### src/rtl/vcache_stat_trigger.sv
// Print-stat trigger for the vcache profilers: queues tagged requests and replays them
// as spaced single-cycle broadcast pulses alongside a free-running global cycle counter.
module vcache_stat_trigger #(
    parameter int data_width_p = 8,
    parameter int els_p        = 4,
    parameter int gap_p        = 2,
    parameter int ctr_width_p  = 32
) (
    input  logic                    clk_i,
    input  logic                    reset_n_i,
    input  logic                    v_i,
    input  logic [data_width_p-1:0] tag_i,
    output logic                    ready_o,
    output logic                    print_stat_v_o,
    output logic [data_width_p-1:0] print_stat_tag_o,
    output logic [ctr_width_p-1:0]  global_ctr_o,
    output logic [31:0]             issued_count_o,
    output logic                    busy_o
);
    localparam int ptr_w_lp = $clog2(els_p);
    localparam int gap_w_lp = (gap_p > 1) ? $clog2(gap_p) : 1;

    typedef enum logic [1:0] {IDLE, FIRE, GAP} state_e;

    state_e                  state_q, state_n;
    logic [gap_w_lp-1:0]     gap_q, gap_n;
    logic [ptr_w_lp:0]       wptr_q, rptr_q;
    logic [data_width_p-1:0] mem_q [els_p];
    logic                    full, empty, enq, deq;

    // Extra wrap bit distinguishes full from empty when the index bits match.
    assign empty   = (wptr_q == rptr_q);
    assign full    = (wptr_q[ptr_w_lp] != rptr_q[ptr_w_lp]) &&
                     (wptr_q[ptr_w_lp-1:0] == rptr_q[ptr_w_lp-1:0]);
    assign ready_o = ~full;
    assign enq     = v_i & ~full;
    assign busy_o  = ~empty | (state_q != IDLE);

    always_comb begin
        state_n = state_q;
        gap_n   = gap_q;
        deq     = 1'b0;
        unique case (state_q)
            IDLE: begin
                if (!empty) begin
                    state_n = FIRE;
                    deq     = 1'b1;
                end
            end
            FIRE: begin
                if (gap_p != 0) begin
                    state_n = GAP;
                    gap_n   = gap_w_lp'(gap_p - 1);
                end else if (!empty) begin
                    state_n = FIRE;
                    deq     = 1'b1;
                end else begin
                    state_n = IDLE;
                end
            end
            GAP: begin
                if (gap_q == '0) begin
                    if (!empty) begin
                        state_n = FIRE;
                        deq     = 1'b1;
                    end else begin
                        state_n = IDLE;
                    end
                end else begin
                    gap_n = gap_q - 1'b1;
                end
            end
            default: state_n = IDLE;
        endcase
    end

    always_ff @(posedge clk_i or negedge reset_n_i) begin
        if (!reset_n_i) begin
            state_q <= IDLE;
            gap_q   <= '0;
        end else begin
            state_q <= state_n;
            gap_q   <= gap_n;
        end
    end

    always_ff @(posedge clk_i or negedge reset_n_i) begin
        if (!reset_n_i) begin
            wptr_q <= '0;
            rptr_q <= '0;
        end else begin
            if (enq) wptr_q <= wptr_q + 1'b1;
            if (deq) rptr_q <= rptr_q + 1'b1;
        end
    end

    // Storage needs no reset; the pointers alone define which entries are live.
    always_ff @(posedge clk_i) begin
        if (enq) mem_q[wptr_q[ptr_w_lp-1:0]] <= tag_i;
    end

    // Pulse, tag and issue count all update on the edge that enters FIRE.
    always_ff @(posedge clk_i or negedge reset_n_i) begin
        if (!reset_n_i) begin
            print_stat_v_o   <= 1'b0;
            print_stat_tag_o <= '0;
            issued_count_o   <= '0;
        end else begin
            print_stat_v_o <= deq;
            if (deq) begin
                print_stat_tag_o <= mem_q[rptr_q[ptr_w_lp-1:0]];
                issued_count_o   <= issued_count_o + 32'd1;
            end
        end
    end

    always_ff @(posedge clk_i or negedge reset_n_i) begin
        if (!reset_n_i) global_ctr_o <= '0;
        else            global_ctr_o <= global_ctr_o + 1'b1;
    end

endmodule

### config.mk
export PLATFORM = sky130hd
export DESIGN_NAME = vcache_stat_trigger
export DESIGN_NICKNAME = d
export VERILOG_FILES = /design/src/rtl/vcache_stat_trigger.sv
export SDC_FILE = /design/constraint.sdc
export NUM_CORES = 1
export LEC_CHECK = 0
export ABC_AREA = 1
export BUFFER_PORTS_ARGS = -buffer_cell sky130_fd_sc_hd__buf_2
export CAP_MARGIN = 20
export CORE_MARGIN = 3
export CORE_UTILIZATION = 62
export DETAILED_ROUTE_END_ITERATION = 16
export PLACE_DENSITY = 0.86
export SYNTH_ARGS = -nofsm -noshare
export SYNTH_HDL_FRONTEND = slang
export SYNTH_SLANG_ARGS = --single-unit
### constraint.sdc
create_clock -name clk_i -period 2.5 [get_ports clk_i]
set_input_delay 0.25 -clock clk_i [delete_from_list [all_inputs] [get_ports clk_i]]
set_output_delay 0.25 -clock clk_i [all_outputs]
set_load 0.01 [all_outputs]
==> flow_summary.ini <==
[power]
p_leak_nw = 3.28
power-per-cell-area_nw_per_um2 = 954
power.total_w = 0.00670
vdd_drop_max_mv = 0.530

[timing]
worst_slew_margin_rel = 0.467
finalSetupTns_ns = 0
unrepaired_setup_endpoints_after_global_routing = no
clock_skew_ns = 0.00877
period_share = 0.907
tightest_pin_transition_ns = 0.797
min_period_ns = 2.27
max_freq_mhz = 441
timing.final.hold_violations = 0
setup-violations-final = 0
whs_ns = 0.125
timing.final.ws_setup_ns = 0.233
timing_max_transition_violations_final = 0

[yosys]
postSynthCellCount = 703
netlist_area_um2 = 5810
asyncSetResetFlopFracSynth = 0.719
postSynthRegisterBits = 114
yosys.area.top_type_share = 0.353
synthesis.nets = 725
synth_area_per_cell_um2 = 8.27
synth_enable_flop_cells = 32
synthDominantAreaCellType = sky130_fd_sc_hd__dfrtp_1
ys_types = 28
yosysSeqAreaShare = 0.518
synth.cells.most_frequent = sky130_fd_sc_hd__nand2_1, sky130_fd_sc_hd__nor2_1, sky130_fd_sc_hd__dfrtp_1, sky130_fd_sc_hd__inv_1, sky130_fd_sc_hd__edfxtp_1
synth_flop_cell = sky130_fd_sc_hd__dfrtp_1
post_synth_main_area_contributors = sky130_fd_sc_hd__dfrtp_1, sky130_fd_sc_hd__nand2_1, sky130_fd_sc_hd__edfxtp_1
yosys_warnings = 0
post-synth-top-count-cell = sky130_fd_sc_hd__nand2_1

[routing]
detailedRoute.firstIterationViolations = 456
vias = 5270
detailedRoute.firstPassIterationCount = 5
drt_wl_total_um = 15000
post_drt_wl_per_cell_um = 16.1
drc = 0
remaining_antenna_violation_count = 0
route.detailed.vias_per_inst = 5.65

[setup_path]
worstPathRequired_ns = 2.90
cp_cell_instances = inv_1 -> ha_1 -> inv_1 -> o21bai_1 -> nand2_4 -> inv_2 -> nand3_1 -> nand2_1 -> nand2_1
cp_slowest_cell = sky130_fd_sc_hd__dfrtp_1
crit_path_max_fanout = 30
crit_type = register to register
reg2reg_depth = 9
wp_data_arrival_ns = 2.67
cp.buffers_inverters = 3
setup.worst_path.start_class = register
path_depth = 9
slowest_delay_ns = 0.43
critical_path.top_delay_family = buffers and inverters
critical_path.endpoint_type = register

[min_path]
timing.hold.worst.class = primary input to register
holdPathStages = 3

[floorplanning]
dieWidth_um = 103
starting_density_of_the_core = 0.651
floorplan.die.height_um = 103
die-area_um2 = 10600
floorplan.core_area_um2 = 8930
row_count = 34
top_level_pins = 86

[placement]
detailed_place_hpwl_um = 9900
placement.setup.worst_slack_ns = 0.390
globalplace.congestion = 0.976
port-buffer-count = 85

[clock_tree]
cts_buffer_depth = 2
post_cts.resized_instances = 0
post_cts_clock_slew_at_the_launch_and_capture_registers_of_the_worst_setup_and_hold_paths_ns = 0.06
cts_tree = yes
clkSinkCount = 114
number_of_cts_inserted_buffers = 17
cts.htree.levels = 4
clock_insertion_delay_worst_skew_ns = 0.52
cts_root_buf = sky130_fd_sc_hd__clkbuf_8

[global_routing]
gr-usage-all-layers = 0.298
globalRouteOverflowTotal = 0
grt_antenna_before_repair = 0
grt_pass1_wl_um = 24300
grt_pass1_vias = 5106
grt_max_degree = 49

[flow_run]
cap_viol_max_count = 0

[outcome]
outcome = completed

[layout]
utilization = 0.786
area.growth.synth_to_final_pct = 20.8
final_layout_size_suffix_gt1_frac = 0.184
final_nets = 833
diodes = 0
cell families (layout without fill, tap and decap cells):
logic type | after synthesis | in the layout | share of synthesized area
xor gates and xnor gates | 35 | 35 | 0.0527
buffers and inverters | 69 | 190 | 0.0519
and+or+nand+nor | 440 | 440 | 0.321
AOI/OAI and AO/OA | 34 | 34 | 0.0321
DFF | 114 | 114 | 0.518
adders and majority gates | 11 | 11 | 0.0237
report_power, final:
part	switching [W]	leakage [nW]	total (W)	internal (W)
Sequential	0.000269	1.38	0.00252	0.00225
Clock	0.000913	0.291	0.00244	0.00153
Combinational	0.00121	1.61	0.00174	0.000532
Total	0.00239	3.28	0.00670	0.00431
tightest hold or removal path: cells and delay by family:
family | cells | cell delay [ns]
AND/OR/NAND/NOR | 1 | 0.14
AO/OA/AOI/OAI | 1 | 0.10
buffers and inverters | 1 | 0.11
cell type report:
type                    instances  area, µm²
clock inverters                15        181
well taps                     108        135
inverters                      59        226
fillers                       543       1910
flip-flops and latches        114       3010
clock buffers                  17        414
repair buffers                 99        556
multi-input cells             520       2500
per-stage QoR:
stage	cell area, µm²	cells
2_1_floorplan	5810	703
3_3_place_gp	6340	891
3_5_place_dp	6340	891
4_1_cts	7020	932
5_1_grt	7020	932
6_report	7020	932
metal layers:
layer	global-route usage	vias to the layer above	routed length (µm)	part of all wire
met4	0.126	0	483	0.032
met1	0.372	2459	5930	0.40
li1	-	2463	-	-
met5	0	-	0	0
met2	0.501	286	7420	0.50
met3	0.0663	62	1140	0.076
flip-flops by register name (all words and copies together), names as in the netlist:
register / flops
gap_q: 1
global_ctr_o: 32
issued_count_o: 32
mem_q: 32
print_stat_tag_o: 8
print_stat_v_o: 1
rptr_q: 3
state_q: 2
wptr_q: 3
cell usage in the layout (no fill, tap or decap):
cell type,n
sky130_fd_sc_hd__a21oi_1,3
sky130_fd_sc_hd__buf_2,84
sky130_fd_sc_hd__buf_4,6
sky130_fd_sc_hd__bufinv_16,3
sky130_fd_sc_hd__clkbuf_16,16
sky130_fd_sc_hd__clkbuf_8,1
sky130_fd_sc_hd__clkinv_1,1
sky130_fd_sc_hd__clkinv_2,2
sky130_fd_sc_hd__clkinv_4,4
sky130_fd_sc_hd__clkinvlp_4,1
sky130_fd_sc_hd__dfrtp_1,82
sky130_fd_sc_hd__dlygate4sd3_1,9
sky130_fd_sc_hd__edfxtp_1,32
sky130_fd_sc_hd__ha_1,11
sky130_fd_sc_hd__inv_1,56
sky130_fd_sc_hd__inv_2,1
sky130_fd_sc_hd__inv_4,2
sky130_fd_sc_hd__inv_6,4
sky130_fd_sc_hd__nand2_1,258
sky130_fd_sc_hd__nand2_2,4
sky130_fd_sc_hd__nand2_4,1
sky130_fd_sc_hd__nand3_1,22
sky130_fd_sc_hd__nand3_2,4
sky130_fd_sc_hd__nand3b_1,11
sky130_fd_sc_hd__nand4_1,11
sky130_fd_sc_hd__nor2_1,100
sky130_fd_sc_hd__nor2_2,15
sky130_fd_sc_hd__nor2_4,1
sky130_fd_sc_hd__nor3_1,10
sky130_fd_sc_hd__nor3_2,3
sky130_fd_sc_hd__o2111ai_1,1
sky130_fd_sc_hd__o21ai_0,18
sky130_fd_sc_hd__o21ai_1,3
sky130_fd_sc_hd__o21bai_1,1
sky130_fd_sc_hd__o22ai_1,8
sky130_fd_sc_hd__xnor2_1,5
sky130_fd_sc_hd__xor2_1,30
repair_timing:
action / CTS / global route
setup buffers: 0 / 0
hold buffers: 9 / 0
hold endpoints to repair: 78 / 0
final timing paths:
path                            slack, ns                  end           startpoint
worst max-delay path                 0.23   issued_count_o[20]           state_q[0]
worst max register to register       0.23   issued_count_o[20]           state_q[0]
worst min-delay path                 0.12            wptr_q[1]                  v_i
min in group asynchronous            0.28  print_stat_tag_o[5]            reset_n_i
worst min register to register       0.49  print_stat_tag_o[5]  print_stat_tag_o[5]
max in group asynchronous            1.54     global_ctr_o[25]            reset_n_i
Power figures use the tool's default switching activity.
